===== config.mk =====
export PLATFORM = sky130hd
export DESIGN_NAME = mem_store_unit
export DESIGN_NICKNAME = d
export VERILOG_FILES = /design/src/rtl/mem_map_pkg.sv /design/src/rtl/store_byte_router.sv /design/src/rtl/mem_store_unit.sv
export SDC_FILE = /design/constraint.sdc
export NUM_CORES = 1
export LEC_CHECK = 0
export ABC_AREA = 1
export BUFFER_PORTS_ARGS = -buffer_cell sky130_fd_sc_hd__buf_4
export CORE_MARGIN = 2
export CORE_UTILIZATION = 46
export CTS_BUF_LIST = sky130_fd_sc_hd__clkbuf_16
export DETAILED_ROUTE_END_ITERATION = 16
export GPL_TIMING_DRIVEN = 0
export MAX_ROUTING_LAYER = met4
export PLACE_DENSITY = 0.76
export SKIP_CTS_REPAIR_TIMING = 1
export SLEW_MARGIN = 40
export SYNTH_ARGS = -nofsm -noshare
export SYNTH_HDL_FRONTEND = slang
export SYNTH_SLANG_ARGS = --single-unit

===== constraint.sdc =====
create_clock -name clock -period 2.47 [get_ports clock]
set_input_delay 0.494 -clock clock [delete_from_list [all_inputs] [get_ports clock]]
set_output_delay 0.494 -clock clock [all_outputs]
set_load 0.03 [all_outputs]

===== src/rtl/mem_map_pkg.sv =====
// Shared memory-map definitions: store FSM encodings and the SFR window boundary.
package mem_map_pkg;

   typedef enum logic [1:0] {
      ST_IDLE   = 2'd0,
      ST_WR_BOT = 2'd1,
      ST_WR_TOP = 2'd2
   } store_state_e;

   localparam logic [15:0] SFR_LIMIT_DEFAULT = 16'h0040;
   localparam int          SFR_ADDR_W        = 6;

endpackage


===== src/rtl/store_byte_router.sv =====
// Steers one byte write to either the SFR port or the data-memory port and reports
// whether that byte write completes this cycle. Idle ports are driven to zero.
module store_byte_router
   import mem_map_pkg::*;
#(
   parameter int                ADDR_W    = 16,
   parameter logic [ADDR_W-1:0] SFR_LIMIT = ADDR_W'(SFR_LIMIT_DEFAULT)
) (
   input  logic                  byte_valid,
   input  logic [ADDR_W-1:0]     byte_addr,
   input  logic [7:0]            byte_data,
   input  logic                  dmem_ready,
   output logic                  dmem_we,
   output logic [ADDR_W-1:0]     dmem_addr,
   output logic [7:0]            dmem_wdata,
   output logic                  sfr_we,
   output logic [SFR_ADDR_W-1:0] sfr_addr,
   output logic [7:0]            sfr_wdata,
   output logic                  byte_done
);

   // Address decode and output gating; an SFR write never waits for dmem_ready.
   always_comb begin
      dmem_we    = 1'b0;
      dmem_addr  = {ADDR_W{1'b0}};
      dmem_wdata = 8'h00;
      sfr_we     = 1'b0;
      sfr_addr   = {SFR_ADDR_W{1'b0}};
      sfr_wdata  = 8'h00;
      byte_done  = 1'b0;
      if (byte_valid) begin
         if (byte_addr < SFR_LIMIT) begin
            sfr_we    = 1'b1;
            sfr_addr  = byte_addr[SFR_ADDR_W-1:0];
            sfr_wdata = byte_data;
            byte_done = 1'b1;
         end else begin
            dmem_we    = 1'b1;
            dmem_addr  = byte_addr;
            dmem_wdata = byte_data;
            byte_done  = dmem_ready;
         end
      end else begin
         byte_done = 1'b0;
      end
   end

endmodule


===== src/rtl/mem_store_unit.sv =====
// MEM-stage store unit: captures a narrow or wide store from EX/MEM and emits it as
// one or two little-endian byte writes, stalling the pipeline until the last completes.
module mem_store_unit
   import mem_map_pkg::*;
#(
   parameter int                ADDR_W    = 16,
   parameter logic [ADDR_W-1:0] SFR_LIMIT = ADDR_W'(SFR_LIMIT_DEFAULT)
) (
   input  logic                  clock,
   input  logic                  reset_n,
   input  logic                  st_valid,
   input  logic                  st_wide,
   input  logic [ADDR_W-1:0]     st_addr,
   input  logic [7:0]            st_data_top,
   input  logic [7:0]            st_data_bot,
   input  logic                  dmem_ready,
   output logic                  dmem_we,
   output logic [ADDR_W-1:0]     dmem_addr,
   output logic [7:0]            dmem_wdata,
   output logic                  sfr_we,
   output logic [SFR_ADDR_W-1:0] sfr_addr,
   output logic [7:0]            sfr_wdata,
   output logic                  stall
);

   store_state_e      state_q, state_d;
   logic [ADDR_W-1:0] addr_q, addr_d;
   logic [7:0]        top_q, top_d;
   logic [7:0]        bot_q, bot_d;
   logic              wide_q, wide_d;

   logic              byte_valid_s;
   logic [ADDR_W-1:0] byte_addr_s;
   logic [7:0]        byte_data_s;
   logic              byte_done_s;
   logic              last_s;
   logic              stall_s;
   logic              accept_s;

   // Select the byte presented this cycle; the top byte lives at addr+1 and wraps.
   always_comb begin
      byte_valid_s = 1'b0;
      byte_addr_s  = {ADDR_W{1'b0}};
      byte_data_s  = 8'h00;
      case (state_q)
         ST_WR_BOT: begin
            byte_valid_s = 1'b1;
            byte_addr_s  = addr_q;
            byte_data_s  = bot_q;
         end
         ST_WR_TOP: begin
            byte_valid_s = 1'b1;
            byte_addr_s  = addr_q + ADDR_W'(1'b1);
            byte_data_s  = top_q;
         end
         default: begin
            byte_valid_s = 1'b0;
         end
      endcase
   end

   store_byte_router #(
      .ADDR_W    (ADDR_W),
      .SFR_LIMIT (SFR_LIMIT)
   ) u_router (
      .byte_valid (byte_valid_s),
      .byte_addr  (byte_addr_s),
      .byte_data  (byte_data_s),
      .dmem_ready (dmem_ready),
      .dmem_we    (dmem_we),
      .dmem_addr  (dmem_addr),
      .dmem_wdata (dmem_wdata),
      .sfr_we     (sfr_we),
      .sfr_addr   (sfr_addr),
      .sfr_wdata  (sfr_wdata),
      .byte_done  (byte_done_s)
   );

   // Releasing stall in the last write cycle lets the next store be accepted on that edge.
   assign last_s   = byte_done_s & ((state_q == ST_WR_TOP) | ((state_q == ST_WR_BOT) & ~wide_q));
   assign stall_s  = (state_q != ST_IDLE) & ~last_s;
   assign accept_s = st_valid & ~stall_s;
   assign stall    = stall_s;

   // Next-state and capture logic.
   always_comb begin
      state_d = state_q;
      addr_d  = addr_q;
      top_d   = top_q;
      bot_d   = bot_q;
      wide_d  = wide_q;
      if (accept_s) begin
         addr_d = st_addr;
         top_d  = st_data_top;
         bot_d  = st_data_bot;
         wide_d = st_wide;
      end else begin
         addr_d = addr_q;
      end
      case (state_q)
         ST_IDLE: begin
            if (accept_s) state_d = ST_WR_BOT;
            else          state_d = ST_IDLE;
         end
         ST_WR_BOT: begin
            if (byte_done_s) begin
               if (wide_q)        state_d = ST_WR_TOP;
               else if (accept_s) state_d = ST_WR_BOT;
               else               state_d = ST_IDLE;
            end else begin
               state_d = ST_WR_BOT;
            end
         end
         ST_WR_TOP: begin
            if (byte_done_s) begin
               if (accept_s) state_d = ST_WR_BOT;
               else          state_d = ST_IDLE;
            end else begin
               state_d = ST_WR_TOP;
            end
         end
         default: begin
            state_d = ST_IDLE;
         end
      endcase
   end

   // State and captured-store registers.
   always_ff @(posedge clock or negedge reset_n) begin
      if (!reset_n) begin
         state_q <= ST_IDLE;
         addr_q  <= {ADDR_W{1'b0}};
         top_q   <= 8'h00;
         bot_q   <= 8'h00;
         wide_q  <= 1'b0;
      end else begin
         state_q <= state_d;
         addr_q  <= addr_d;
         top_q   <= top_d;
         bot_q   <= bot_d;
         wide_q  <= wide_d;
      end
   end

endmodule


# Word-level counts from Yosys, hierarchy flattened

Cells that the tools add are included.

Register bits: 35
Output and inout port bits: 41
Word-level logic and storage cells: 42

Add/sub/neg operators: 1
$lt $le $gt $ge: 1
Equality and inequality tests: 2
Mux-type cells: 22
Bitwise gates (word level): 8
Reductions and logical operators: 3

Operator list:

| kind                                                         | number |
|---|---|
| 2-to-1 mux 16 bit                                            | 2 |
| 2-to-1 mux 8 bit                                             | 4 |
| case mux 16 bit (2 select lines)                             | 1 |
| adder 16 x 1 -> 16 bit (second input constant)               | 1 |
| less-than comparator 16 x 7 -> 1 bit (second input constant) | 1 |
| case mux 8 bit (2 select lines)                              | 1 |
| 2-to-1 mux 6 bit                                             | 2 |
| 2-to-1 mux 1 bit                                             | 8 |
| 2-to-1 mux 2 bit                                             | 3 |
| case mux 2 bit (3 select lines)                              | 1 |
| bitwise AND 1 bit                                            | 4 |
| inverter 1 bit                                               | 3 |
| equality test 2 x 1 -> 1 bit (second input constant)         | 1 |
| equality test 2 bit (second input constant)                  | 1 |
| zero test 2 bit                                              | 1 |
| nonzero test 2 bit                                           | 1 |
| OR reduction 2 bit                                           | 1 |
| OR 1 bit                                                     | 1 |

# Longest topological paths before layout

Depth after elaboration: 14
Depth in mapped cells: 19
Gate-level depth less buffers: 18

# By module

From an unflattened synthesis, not the netlist that was laid out.

Cell total of the unflattened synthesis: 389
Area, all modules: 2472.4 um2

Modules (own cells, without submodules):

| module            | instances | cells an instance | area each (um2) | sequential area each (um2) |
|---|---|---|---|---|
| mem_store_unit    | 1         | 309               | 2100.8          | 875.8 |
| store_byte_router | 1         | 80                | 371.6           | 0.0 |

# Worst setup path after synthesis

OpenSTA, ideal clock, no wires.

Path kind: register to output
Start point: register state_q[1]
End point: output port dmem_addr[3]
Arrival: 2.415 ns
Path slack: -0.439 ns
Cell stages (with the launch flop): 13
Path buffers: 2
Cell sequence: dfrtp_1 > inv_1 > ha_1 > clkbuf_1 > inv_1 > o21ai_0 > nor2_1 > nand2_1 > o21ai_0 > nand2_1 > inv_1 > buf_2 > nor2_1

Longest elaborated chain between the ends: 5

Ends and longest elaborated chain:

| element                                                             | RTL line                | text |
|---|---|---|
| from (decl)                                                         | mem_store_unit.sv:26    | `store_state_e state_q, state_d;` |
| from (signal assigned)                                              | mem_store_unit.sv:137   | `state_q <= state_d;` |
| equality test 2 bit or equality test 2 x 1 -> 1 bit (tied branches) | mem_store_unit.sv:45    | `case (state_q)` |
| case mux 16 bit (2 select lines)                                    | mem_store_unit.sv:45    |  |
| less-than comparator 16 x 7 -> 1 bit                                | store_byte_router.sv:32 | `if (byte_addr < SFR_LIMIT) begin` |
| 2-to-1 mux 16 bit                                                   | store_byte_router.sv:32 |  |
| 2-to-1 mux 16 bit (*)                                               | store_byte_router.sv:31 | `if (byte_valid) begin` |
| to (decl)                                                           | mem_store_unit.sv:18    | `output logic [ADDR_W-1:0] dmem_addr,` |

Every way passes the cells marked *; elsewhere a longest branch is shown, timed or not.

# Final worst setup path

Start point: register addr_q[1]
End point: output port stall

Longest elaborated chain between the ends: 8

Ends and longest elaborated chain:

| element                                  | RTL line                | text |
|---|---|---|
| from (decl)                              | mem_store_unit.sv:27    | `logic [ADDR_W-1:0] addr_q, addr_d;` |
| from (signal assigned)                   | mem_store_unit.sv:132   | `addr_q <= {ADDR_W{1'b0}};` |
| from (signal assigned)                   | mem_store_unit.sv:138   | `addr_q <= addr_d;` |
| adder 16 x 1 -> 16 bit                   | mem_store_unit.sv:53    | `byte_addr_s = addr_q + ADDR_W'(1'b1);` |
| case mux 16 bit (2 select lines) (*)     | mem_store_unit.sv:45    |  |
| less-than comparator 16 x 7 -> 1 bit (*) | store_byte_router.sv:32 |  |
| 2-to-1 mux 1 bit (*)                     | store_byte_router.sv:32 |  |
| 2-to-1 mux 1 bit (*)                     | store_byte_router.sv:31 |  |
| bitwise AND 1 bit (*)                    | mem_store_unit.sv:80    | `assign last_s = byte_done_s & ((state_q == ST_WR_TOP) \| ((state_q == ST_WR_BOT) & ~wide_q));` |
| inverter 1 bit (*)                       | mem_store_unit.sv:81    | `assign stall_s = (state_q != ST_IDLE) & ~last_s;` |
| bitwise AND 1 bit (*)                    | mem_store_unit.sv:81    |  |
| to (decl)                                | mem_store_unit.sv:23    | `output logic stall` |

Marked as above.

==> results.md <==
* Total grt overflow at 0
* Violated checks: setup timing
* Layout cells sized above 1 at 0.4520
* Root buffer cell: clkbuf_16
* Core Area at 5107 sq um
* DRT iter0 DRCs at 178
* Worst Tran Pin Value at 0.5518 ns
* Number of remaining DRC errors at 0
* Tcrit/Tclk final at 1.198
* Final Wtd Congestion at 0.9685
* Avg Inst Size Synth at 6.783 sq um
* Peak Freq at 338.0 MHz
* Post-synthesis cell type count at 25
* Die area at 5923 sq um
* Delay-heaviest family, CP: simple AND/OR/NAND/NOR gates
* Final Setup Violations at 64
* Required @ worst endpoint at 1.98 ns
* H-tree levels at 2
* Syn. warnings at 0
* Die width at 76.96 microns
* Post-synthesis sequential area ratio at 0.3577
* Post-Syn Nets at 403
* Slew HR at 0.6321
* Setup ws final at -0.4883 ns
* Max cap viols at 0
* Maximum clock insertion buffer count at 2
* Clock Skews at 0.004281 ns
* Outcome: finished, violations left
* Slowest-stage cell, CP: dfrtp_1
* CTS tree: built
* Worst Setup Start Kind: register
* Die height at 76.96 microns
* Register bit total from synthesis at 35
* DP HPWL at 5478 microns
* Synth Cell Area at 2449 sq um
* Worst Path Max Fanout at 5
* CTS buffer count at 5
* Total GRT Usage at 0.2636
* Layout area overhead at 57.95%
* Vias/cell at 5.278
* Slowest cell delay on critical path at 0.42 ns
* Insertion delay to the later sink of the worst-skew pair at 0.28 ns
* Min cycle time layout at 2.958 ns
* WL/cell at 14.89 microns
* CP Buf/Inv Count at 4
* First-pass GRT wire length at 12,160 microns
* Largest net degree at the start of global routing at 36
* Most frequent cells in the layout: buf_4, nand2_1, inv_1, nand3_1, dfrtp_1
* Filler cell count at 378
* Slew Limit Fails at 0
* Post-route insts no fill at 539
* Critical path's most frequent cell: nand2_4
* Final wirelength at 8028 microns
* CP endpoint kind: output pin
* Nets at 510
* Antenna Violating Nets Remaining at 0
* Final hold violations at 0
* FP Rows at 26
* Worst path cell trace: ha_4 > nand2_8 > inv_4 > nand3_4 > nand2_2 > nor2_1 > nor2_2 > nand2_1 > nor2_1 > nand2_1 > nor2_2 > nand3_4 > nand2_4 > nand2_4 > nand2_4 > buf_8 > inv_2 > buf_6
* Vias in the first global route at 2,527
* DR vias at 2,845
* Initial antenna violation count at 0
* Final core occ at 0.7572
* CTS sink cnt at 35
* Mapped Cells at 361
* Critical path arrival at 2.46 ns
* I/O pin total at 78
* Commonest non-fill, non-tap cell in the layout: buf_4
* Initial DRT Pass Iterations at 5
* DP Cell Count at 508
* Initial Util at 0.4794
* Class of the worst hold path: in -> async
* RSZ-0062 raised after global routing: true
* CTS clk-pin slew, worst paths at 0.05 ns
* Ant. Diodes at 0
* PortBufs at 77
* Critical path class: reg -> out
==> cell families (layout without fill, tap and decap cells) <==
family / after synthesis / count (layout) / synth area share
AOI/OAI and AO/OA: 48 / 48 / 0.1313
DFF: 35 / 35 / 0.3577
buffers and inverters: 64 / 172 / 0.1068
adders and majority gates: 5 / 5 / 0.02555
and+or+nand+nor: 209 / 209 / 0.3786
==> path summary, 6_finish.rpt <==
check                      cells past startpoint  slack [ns]                  start                endpoint
max in group asynchronous                      1        1.96                reset_n   addr_q[5]$_DFFE_PN0N_
setup / recovery                              18       -0.49  addr_q[1]$_DFFE_PN0N_                   stall
hold reg to reg                                2        0.47   top_q[6]$_DFFE_PN0N_    top_q[6]$_DFFE_PN0N_
hold / removal                                 1        0.16                reset_n  addr_q[13]$_DFFE_PN0N_
min in group clock                             3        0.45         st_data_top[5]    top_q[5]$_DFFE_PN0N_
setup reg to reg                              20       -0.15  addr_q[1]$_DFFE_PN0N_   addr_q[3]$_DFFE_PN0N_
==> per-stage QoR <==
step	cell area, sq um	setup slack, ns	setup TNS [ns]	hold slack (ns)
2_1_floorplan	2640	0.01004	0	0.1984
6_report	3867	-0.4883	-16.34	0.1648
3_3_place_gp	3306	-0.3673	-9.208	0.4555
3_5_place_dp	3306	-0.4107	-11.67	0.4598
4_1_cts	3442	-0.7247	-22.56	0.1882
5_1_grt	3867	-0.6541	-27.53	0.2045
==> worst register-to-register path, cell delays in order (launching register included) <==
cell     delay, ns
dfrtp_1       0.42
ha_4          0.20
nand2_8       0.08
inv_4         0.08
nand3_4       0.08
nand2_2       0.08
nor2_1        0.05
nor2_2        0.12
nand2_1       0.07
nor2_1        0.10
nand2_1       0.09
nor2_2        0.17
nand3_4       0.15
nand2_4       0.13
nand2_4       0.05
nand2_4       0.07
buf_4         0.15
nand2_8       0.10
buf_8         0.17
nor2_2        0.10
a21oi_2       0.04
==> layout make-up <==
| type | count | area [sq um] | share of cell area |
|---|---|---|---|
| Buffer | 14 | 142.6 | 0.03688 |
| Clock buffer | 5 | 125.1 | 0.03235 |
| Clock inverter | 3 | 11.26 | 0.002912 |
| Inverter | 49 | 195.2 | 0.05047 |
| Multi-Input combinational cell | 262 | 1619 | 0.4186 |
| Sequential cell | 35 | 883.3 | 0.2284 |
| Tap cell | 70 | 87.58 | 0.02265 |
| Timing Repair Buffer | 101 | 803.3 | 0.2077 |
==> Yosys cell counts <==
library cell	instances	area (sq um)
nand2_1	87	326.6
nor2_1	57	214.0
inv_1	45	168.9
nand3_1	39	195.2
dfrtp_1	35	875.8
nor2_2	14	87.58
a21oi_2	13	113.9
o21ai_0	11	55.05
a21oi_1	9	45.04
clkbuf_1	8	30.03
a22o_1	7	61.31
buf_2	5	25.02
ha_1	5	62.56
o21ai_1	5	25.02
nand2_4	4	45.04
inv_2	3	11.26
nand2_2	3	18.77
buf_6	2	22.52
nor3_1	2	10.01
o211ai_1	2	15.01
clkinv_1	1	3.750
nand3_4	1	17.52
nand4_1	1	6.260
o22ai_1	1	6.260
or2_2	1	6.260
==> metal layers <==
metal,vias up,global-route usage,part of all wire
li1,1353,-,-
met1,1348,0.3403,0.42
met2,124,0.4246,0.51
met3,20,0.03647,0.055
met4,0,0.09455,0.018
met5,-,-,0
==> registers in the layout, summed over array words and instances, names as in the netlist <==
| name | cells |
|---|---|
| bot_q | 8 |
| addr_q | 16 |
| top_q | 8 |
| wide_q | 1 |
| state_q | 2 |
Power is left out: the tool's default activity adds up to more than one toggle a clock period on the data nets, which glitch-free logic cannot reach.
